--- config.mk ---
export PLATFORM = sky130hd
export DESIGN_NAME = qpsk_demod
export DESIGN_NICKNAME = d
export VERILOG_FILES = /design/src/rtl/qpsk_pkg.sv /design/src/rtl/qpsk_nco.sv /design/src/rtl/qpsk_demod.sv
export SDC_FILE = /design/constraint.sdc
export NUM_CORES = 2
export LEC_CHECK = 0
export BUFFER_PORTS_ARGS = -buffer_cell sky130_fd_sc_hd__buf_2
export CORE_AREA = 5 5 361 363
export DETAILED_ROUTE_END_ITERATION = 10
export DIE_AREA = 0 0 366 368
export GPL_TIMING_DRIVEN = 0
export PLACE_DENSITY = 0.35
export SYNTH_ARGS = -nofsm -noshare
export SYNTH_HDL_FRONTEND = slang
export SYNTH_SLANG_ARGS = --single-unit
export TNS_END_PERCENT = 100
--- constraint.sdc ---
create_clock -name clk -period 9.1 [get_ports clk]
set_clock_uncertainty 0.1 [all_clocks]
set_input_delay 1.365 -clock clk [delete_from_list [all_inputs] [get_ports clk]]
set_output_delay 1.365 -clock clk [all_outputs]
set_load 0.005 [all_outputs]
--- src/rtl/qpsk_pkg.sv ---
// Shared QPSK constants: carrier LUT, dibit mapping, accumulator sizing and demod FSM states.
package qpsk_pkg;

    // Bit value carried by a positive amplitude (same mapping as the modulator).
    localparam logic DIBIT_POS = 1'b1;

    typedef enum logic [1:0] {HUNT, ACC, DUMP} demod_state_t;

    function automatic logic signed [7:0] cos_lut(input logic [2:0] k);
        case (k)
            3'd0:    cos_lut = 8'sd127;
            3'd1:    cos_lut = 8'sd90;
            3'd2:    cos_lut = 8'sd0;
            3'd3:    cos_lut = -8'sd90;
            3'd4:    cos_lut = -8'sd127;
            3'd5:    cos_lut = -8'sd90;
            3'd6:    cos_lut = 8'sd0;
            default: cos_lut = 8'sd90;
        endcase
    endfunction

    function automatic logic signed [7:0] sin_lut(input logic [2:0] k);
        case (k)
            3'd0:    sin_lut = 8'sd0;
            3'd1:    sin_lut = 8'sd90;
            3'd2:    sin_lut = 8'sd127;
            3'd3:    sin_lut = 8'sd90;
            3'd4:    sin_lut = 8'sd0;
            3'd5:    sin_lut = -8'sd90;
            3'd6:    sin_lut = -8'sd127;
            default: sin_lut = -8'sd90;
        endcase
    endfunction

    // Wide enough to sum sym_len full-scale products without overflow.
    function automatic int acc_width(input int sample_w, input int sym_len);
        return sample_w + 8 + $clog2(sym_len);
    endfunction

endpackage

--- src/rtl/qpsk_nco.sv ---
// Carrier phase counter with cos/sin lookup; clr forces phase 0 for the sample presented with it.
import qpsk_pkg::*;

module qpsk_nco #(
    parameter int CARR_LEN = 8
) (
    input  logic              clk,
    input  logic              rst,
    input  logic              adv,
    input  logic              clr,
    output logic signed [7:0] cos_o,
    output logic signed [7:0] sin_o
);
    localparam int PH_W = $clog2(CARR_LEN);
    localparam logic [PH_W-1:0] PH_MAX = PH_W'(CARR_LEN - 1);

    logic [PH_W-1:0] phase;
    logic [PH_W-1:0] phase_cur;

    assign phase_cur = clr ? '0 : phase;
    assign cos_o     = cos_lut(3'(phase_cur));
    assign sin_o     = sin_lut(3'(phase_cur));

    always_ff @(posedge clk or posedge rst) begin
        if (rst) begin
            phase <= '0;
        end else if (adv) begin
            phase <= (phase_cur == PH_MAX) ? '0 : phase_cur + PH_W'(1);
        end else if (clr) begin
            phase <= '0;
        end
    end

endmodule

--- src/rtl/qpsk_demod.sv ---
// Coherent QPSK demodulator: NCO mix, integrate-and-dump per symbol, dibit slicing into parallel words.
import qpsk_pkg::*;

module qpsk_demod #(
    parameter int SAMPLE_W   = 29,
    parameter int SYM_LEN    = 32,
    parameter int CARR_LEN   = 8,
    parameter int FRAME_BITS = 40
) (
    input  logic                  clk,
    input  logic                  rst,
    input  logic [SAMPLE_W-1:0]   qpsk,
    input  logic                  in_valid,
    input  logic                  sync,
    output logic [FRAME_BITS-1:0] para_out,
    output logic                  out_valid,
    output logic [7:0]            sym_cnt_o
);
    // state | meaning
    // HUNT  | idle after reset, waiting for the first sample
    // ACC   | integrating products of the current symbol
    // DUMP  | slice last symbol, shift dibit, emit word on frame end

    localparam int PROD_W = SAMPLE_W + 8;
    localparam int ACC_W  = acc_width(SAMPLE_W, SYM_LEN);
    localparam int CNT_W  = $clog2(SYM_LEN);
    localparam int DIBITS = FRAME_BITS / 2;
    localparam int DC_W   = $clog2(DIBITS);

    logic signed [SAMPLE_W-1:0] qpsk_s;
    logic signed [7:0]          cos_w, sin_w;
    logic signed [PROD_W-1:0]   mul_i, mul_q, prod_i, prod_q;
    logic signed [ACC_W-1:0]    prod_i_x, prod_q_x, acc_i, acc_q;
    logic                       prod_vld;
    logic [1:0]                 dibit;
    demod_state_t               state;
    logic [CNT_W-1:0]           samp_cnt;
    logic [DC_W-1:0]            dib_cnt;
    logic [FRAME_BITS-1:0]      shreg;

    qpsk_nco #(.CARR_LEN(CARR_LEN)) u_nco (
        .clk   (clk),
        .rst   (rst),
        .adv   (in_valid),
        .clr   (sync),
        .cos_o (cos_w),
        .sin_o (sin_w)
    );

    assign qpsk_s   = qpsk;
    assign mul_i    = PROD_W'(qpsk_s) * PROD_W'(cos_w);
    assign mul_q    = -(PROD_W'(qpsk_s) * PROD_W'(sin_w));
    assign prod_i_x = ACC_W'(prod_i);
    assign prod_q_x = ACC_W'(prod_q);
    assign dibit    = {acc_i[ACC_W-1] ? ~DIBIT_POS : DIBIT_POS,
                       acc_q[ACC_W-1] ? ~DIBIT_POS : DIBIT_POS};
    assign sym_cnt_o = 8'(dib_cnt);

    // Product register holds its value across input gaps; prod_vld marks a fresh product.
    always_ff @(posedge clk or posedge rst) begin
        if (rst) begin
            prod_i   <= '0;
            prod_q   <= '0;
            prod_vld <= 1'b0;
        end else begin
            prod_vld <= in_valid;
            if (in_valid) begin
                prod_i <= mul_i;
                prod_q <= mul_q;
            end
        end
    end

    always_ff @(posedge clk or posedge rst) begin
        if (rst) begin
            state     <= HUNT;
            samp_cnt  <= '0;
            acc_i     <= '0;
            acc_q     <= '0;
            dib_cnt   <= '0;
            shreg     <= '0;
            para_out  <= '0;
            out_valid <= 1'b0;
        end else begin
            out_valid <= 1'b0;
            if (sync) begin
                state    <= ACC;
                samp_cnt <= '0;
                acc_i    <= '0;
                acc_q    <= '0;
                dib_cnt  <= '0;
                shreg    <= '0;
            end else begin
                case (state)
                    HUNT: begin
                        if (in_valid) state <= ACC;
                    end
                    ACC: begin
                        if (prod_vld) begin
                            acc_i <= acc_i + prod_i_x;
                            acc_q <= acc_q + prod_q_x;
                            if (samp_cnt == CNT_W'(SYM_LEN - 1)) begin
                                samp_cnt <= '0;
                                state    <= DUMP;
                            end else begin
                                samp_cnt <= samp_cnt + CNT_W'(1);
                            end
                        end
                    end
                    DUMP: begin
                        // Reload with the next symbol's first product so no sample is lost.
                        acc_i    <= prod_vld ? prod_i_x : '0;
                        acc_q    <= prod_vld ? prod_q_x : '0;
                        samp_cnt <= prod_vld ? CNT_W'(1) : '0;
                        state    <= ACC;
                        if (dib_cnt == DC_W'(DIBITS - 1)) begin
                            para_out  <= {shreg[FRAME_BITS-3:0], dibit};
                            out_valid <= 1'b1;
                            shreg     <= '0;
                            dib_cnt   <= '0;
                        end else begin
                            shreg   <= {shreg[FRAME_BITS-3:0], dibit};
                            dib_cnt <= dib_cnt + DC_W'(1);
                        end
                    end
                    default: state <= HUNT;
                endcase
            end
        end
    end

endmodule

==> results.py <==
metrics = {
    "status": {
        "status": "finished, final reports clean",
    },
    "sta": {
        "holdWs_ns": 0.366,
        "fin_tns_setup_ns": 0,
        "period_share_pct": 95.1,
        "worstMarginPinSlew_ns": 1.30,
        "maxSlewHeadroom_pct": 12.5,
        "max_freq_ghz": 0.116,
        "finalMaxSlewViolations": 0,
        "period_needed_ns": 8.66,
        "finalHoldViolCount": 0,
        "rsz0062_at_grt": "false",
        "finalSetupViolCount": 0,
    },
    "clock_tree": {
        "cts.sinks": 253,
        "numCtsBuffers": 30,
        "hold_buffers": 0,
        "clock_latency_ns": 0.59,
        "cts_htree_levels": 1,
        "ctsRootBufferMaster": "clkbuf_16",
        "cts_tree": "built",
        "clockBufferDepth": 3,
        "path_clk_slew_ns": 0.06,
    },
    "routing": {
        "wire_per_inst_um": 18.8,
        "vias": 21200,
        "first_pass_iters": 5,
        "drt_first_iter_violations": 1006,
        "routed_via_density": 4.33,
        "wirelength_mm": 92.0,
        "drc": 0,
        "ant_nets": 0,
    },
    "grt": {
        "grt-ovfl-total": 0,
        "grt_usage_pct": 13.6,
        "grt_max_degree": 96,
        "grt_pass1_wl_mm": 144,
        "grt_pass1_vias": 23000,
        "antenna_found_initial": 9,
    },
    "min_path": {
        "hold_path_startpoint": "para_out[5]$_DFFE_PP0P_",
        "whs_path_depth": 2,
        "hold_class": "flop to flop",
        "holdPathEnd": "para_out[5]$_DFFE_PP0P_",
    },
    "logic_synthesis": {
        "synth_ff_type": "dfrtp_1",
        "synth_xor_area_share_pct": 4.46,
        "netlist_area_um2": 28900,
        "synth_compound_area_share_pct": 14.2,
        "seq_area_frac_synth_pct": 21.9,
        "synth_mux_area_share_pct": 2.32,
        "synthSimpleGateAreaFrac_pct": 13.1,
        "async_flop_share_pct": 100,
        "synth_warnings": 0,
        "synth-edff-count": 0,
        "post_synth_fa_ha_maj_area_fraction_pct": 36.2,
        "synth_seq_cells": 253,
        "synth_top_family_by_area": "adder cells",
        "synth_area_per_cell_um2": 9.25,
        "syn_inst": 3121,
        "ys_types": 74,
    },
    "placed_design": {
        "placed_area_um2": 31300,
        "finalWeightedCongestion": 0.774,
        "portBuffers": 51,
        "hpwlAfterDp_mm": 74.2,
        "dp_cells": 4838,
    },
    "die": {
        "ioPinCount": 82,
        "die_area_um2": 135000,
        "chipHeight_um": 368,
        "num_rows": 131,
        "die_x_um": 366,
        "initial_core_util_pct": 22.8,
        "coreArea_um2": 127000,
    },
    "final_layout": {
        "nets": 3865,
        "fillCellCount": 13800,
        "layout-drive-gt1-share_pct": 7.89,
        "final-instance-count-excl-fill": 4895,
        "mostFrequentLayoutCell": "inv_1",
        "n_antenna_cell": 0,
        "final_cell_mix": "inv_1 (466), nand2_1 (369), fa_1 (352)",
        "area_growth_pct": 12.8,
        "final_cell_area_um2": 32500,
    },
    "worst_setup_path": {
        "critPathBufInv": 4,
        "worstSetupEndpointType": "flop",
        "slowest_delay_ns": 0.58,
        "cp_max_fo": 10,
        "arrival_ns": 9.03,
        "reg2reg_depth": 25,
        "r2r-end": "prod_q[30]$_DFFE_PP0P_",
        "slowest_stage": "fa_1",
        "start_kind": "input port",
        "path_delay_family": "adder cells",
        "r2r_slack_ns": 1.36,
        "cp.depth": 28,
        "rr_startpoint": "u_nco.phase[2]$_DFF_PP0_",
        "cp.required_ns": 9.47,
        "crit_type": "input port to flop",
        "worstSetupStartpoint": "sync",
    },
    "run": {
        "max_cap_violations": 0,
    },
}
[cell families after synthesis]
kind of cell	Yosys count
AO/OA/AOI/OAI	627
buffers and inverters	594
XOR/XNOR	147
adder cells (fa/ha/maj)	623
other	1
flip-flops	253
multiplexers	60
AND/OR/NAND/NOR	816
[worst reg2reg max path, cell delays in order, from the launching register on]
cell and delay, ns:
dfrtp_1 0.31, nor2b_1 0.41, inv_1 0.21, ha_1 0.25
o21bai_4 0.22, o31ai_4 0.30, buf_4 0.31, nand2_1 0.16
fa_1 0.58, fa_1 0.46, fa_1 0.58, fa_1 0.42
ha_1 0.29, ha_1 0.35, a21o_1 0.20, a21o_1 0.17
a21o_1 0.19, a21o_1 0.18, a21oi_1 0.17, o31a_1 0.32
o22ai_2 0.20, a41oi_4 0.33, o21ai_0 0.21, a31oi_1 0.24
xnor2_1 0.17, mux2_2 0.29
[worst max-delay path by stage]
stage	slack, ns	endpoint
after detailed placement	-2.84	prod_q[34]$_DFFE_PP0P_
after global routing	0.06	prod_i[32]$_DFFE_PP0P_
after floorplan	0.68	acc_i[0]$_DFFE_PP0P_
after global placement	-3.48	para_out[22]$_DFFE_PP0P_
final	0.44	prod_q[30]$_DFFE_PP0P_
after CTS	0.02	prod_i[36]$_DFFE_PP0P_
[per-stage QoR]
step | utilization [%] | worst slack, ns
2_1_floorplan | - | 0.678
3_3_place_gp | 24.6 | -3.48
3_5_place_dp | 24.7 | -2.84
4_1_cts | 25.6 | 0.0156
5_1_grt | 25.7 | 0.0576
6_report | 25.7 | 0.445
[sequential cells by signal, summed over array words and instances, names as in the netlist]
signal	count
prod_vld	1
shreg	38
prod_q	37
acc_i	42
acc_q	42
out_valid	1
para_out	40
dib_cnt	5
u_nco.phase	3
samp_cnt	5
prod_i	37
state	2
[repair_timing]
item                                    4_1_cts  5_1_grt
pin swaps                                     1        2
gates resized for setup                      47       29
buffers inserted                              0        3
endpoints found under the setup margin       49       15
[layout make-up]
cell class | count | area (um^2) | area share [%]
buffer | 125 | 577 | 1.77
clock buffer | 37 | 807 | 2.48
clock inverter | 19 | 238 | 0.731
inverter | 467 | 1760 | 5.41
multi-input combinational | 2276 | 20400 | 62.7
sequential | 253 | 6330 | 19.5
tap | 1662 | 2080 | 6.39
timing repair buffer | 56 | 333 | 1.02
[cell usage after synthesis, types with 49 or more instances]
cell type	n	area share, %
ha_1	271	12
a21oi_1	142	2.5
o21ai_0	155	2.7
nor2_1	155	2.0
a21o_1	69	1.8
fa_1	352	24
xnor2_1	99	3.0
mux2_2	55	2.1
nand2_1	369	4.8
inv_1	467	6.1
dfrtp_1	253	22
a31oi_1	49	1.1
and2_1	135	2.9
clkbuf_1	106	1.4
[per-layer routing]
layer  vias to the layer above  track usage [%]  wire length, um
met5                         -                0               43
met4                         8             2.17             1290
met3                        66             1.03             2130
met2                       231             23.0            42800
met1                     10500             19.4            45800
li1                      10400                -                -
Power is not shown: default switching activity piles up to over one toggle a cycle in this logic, so the estimate is an artifact.
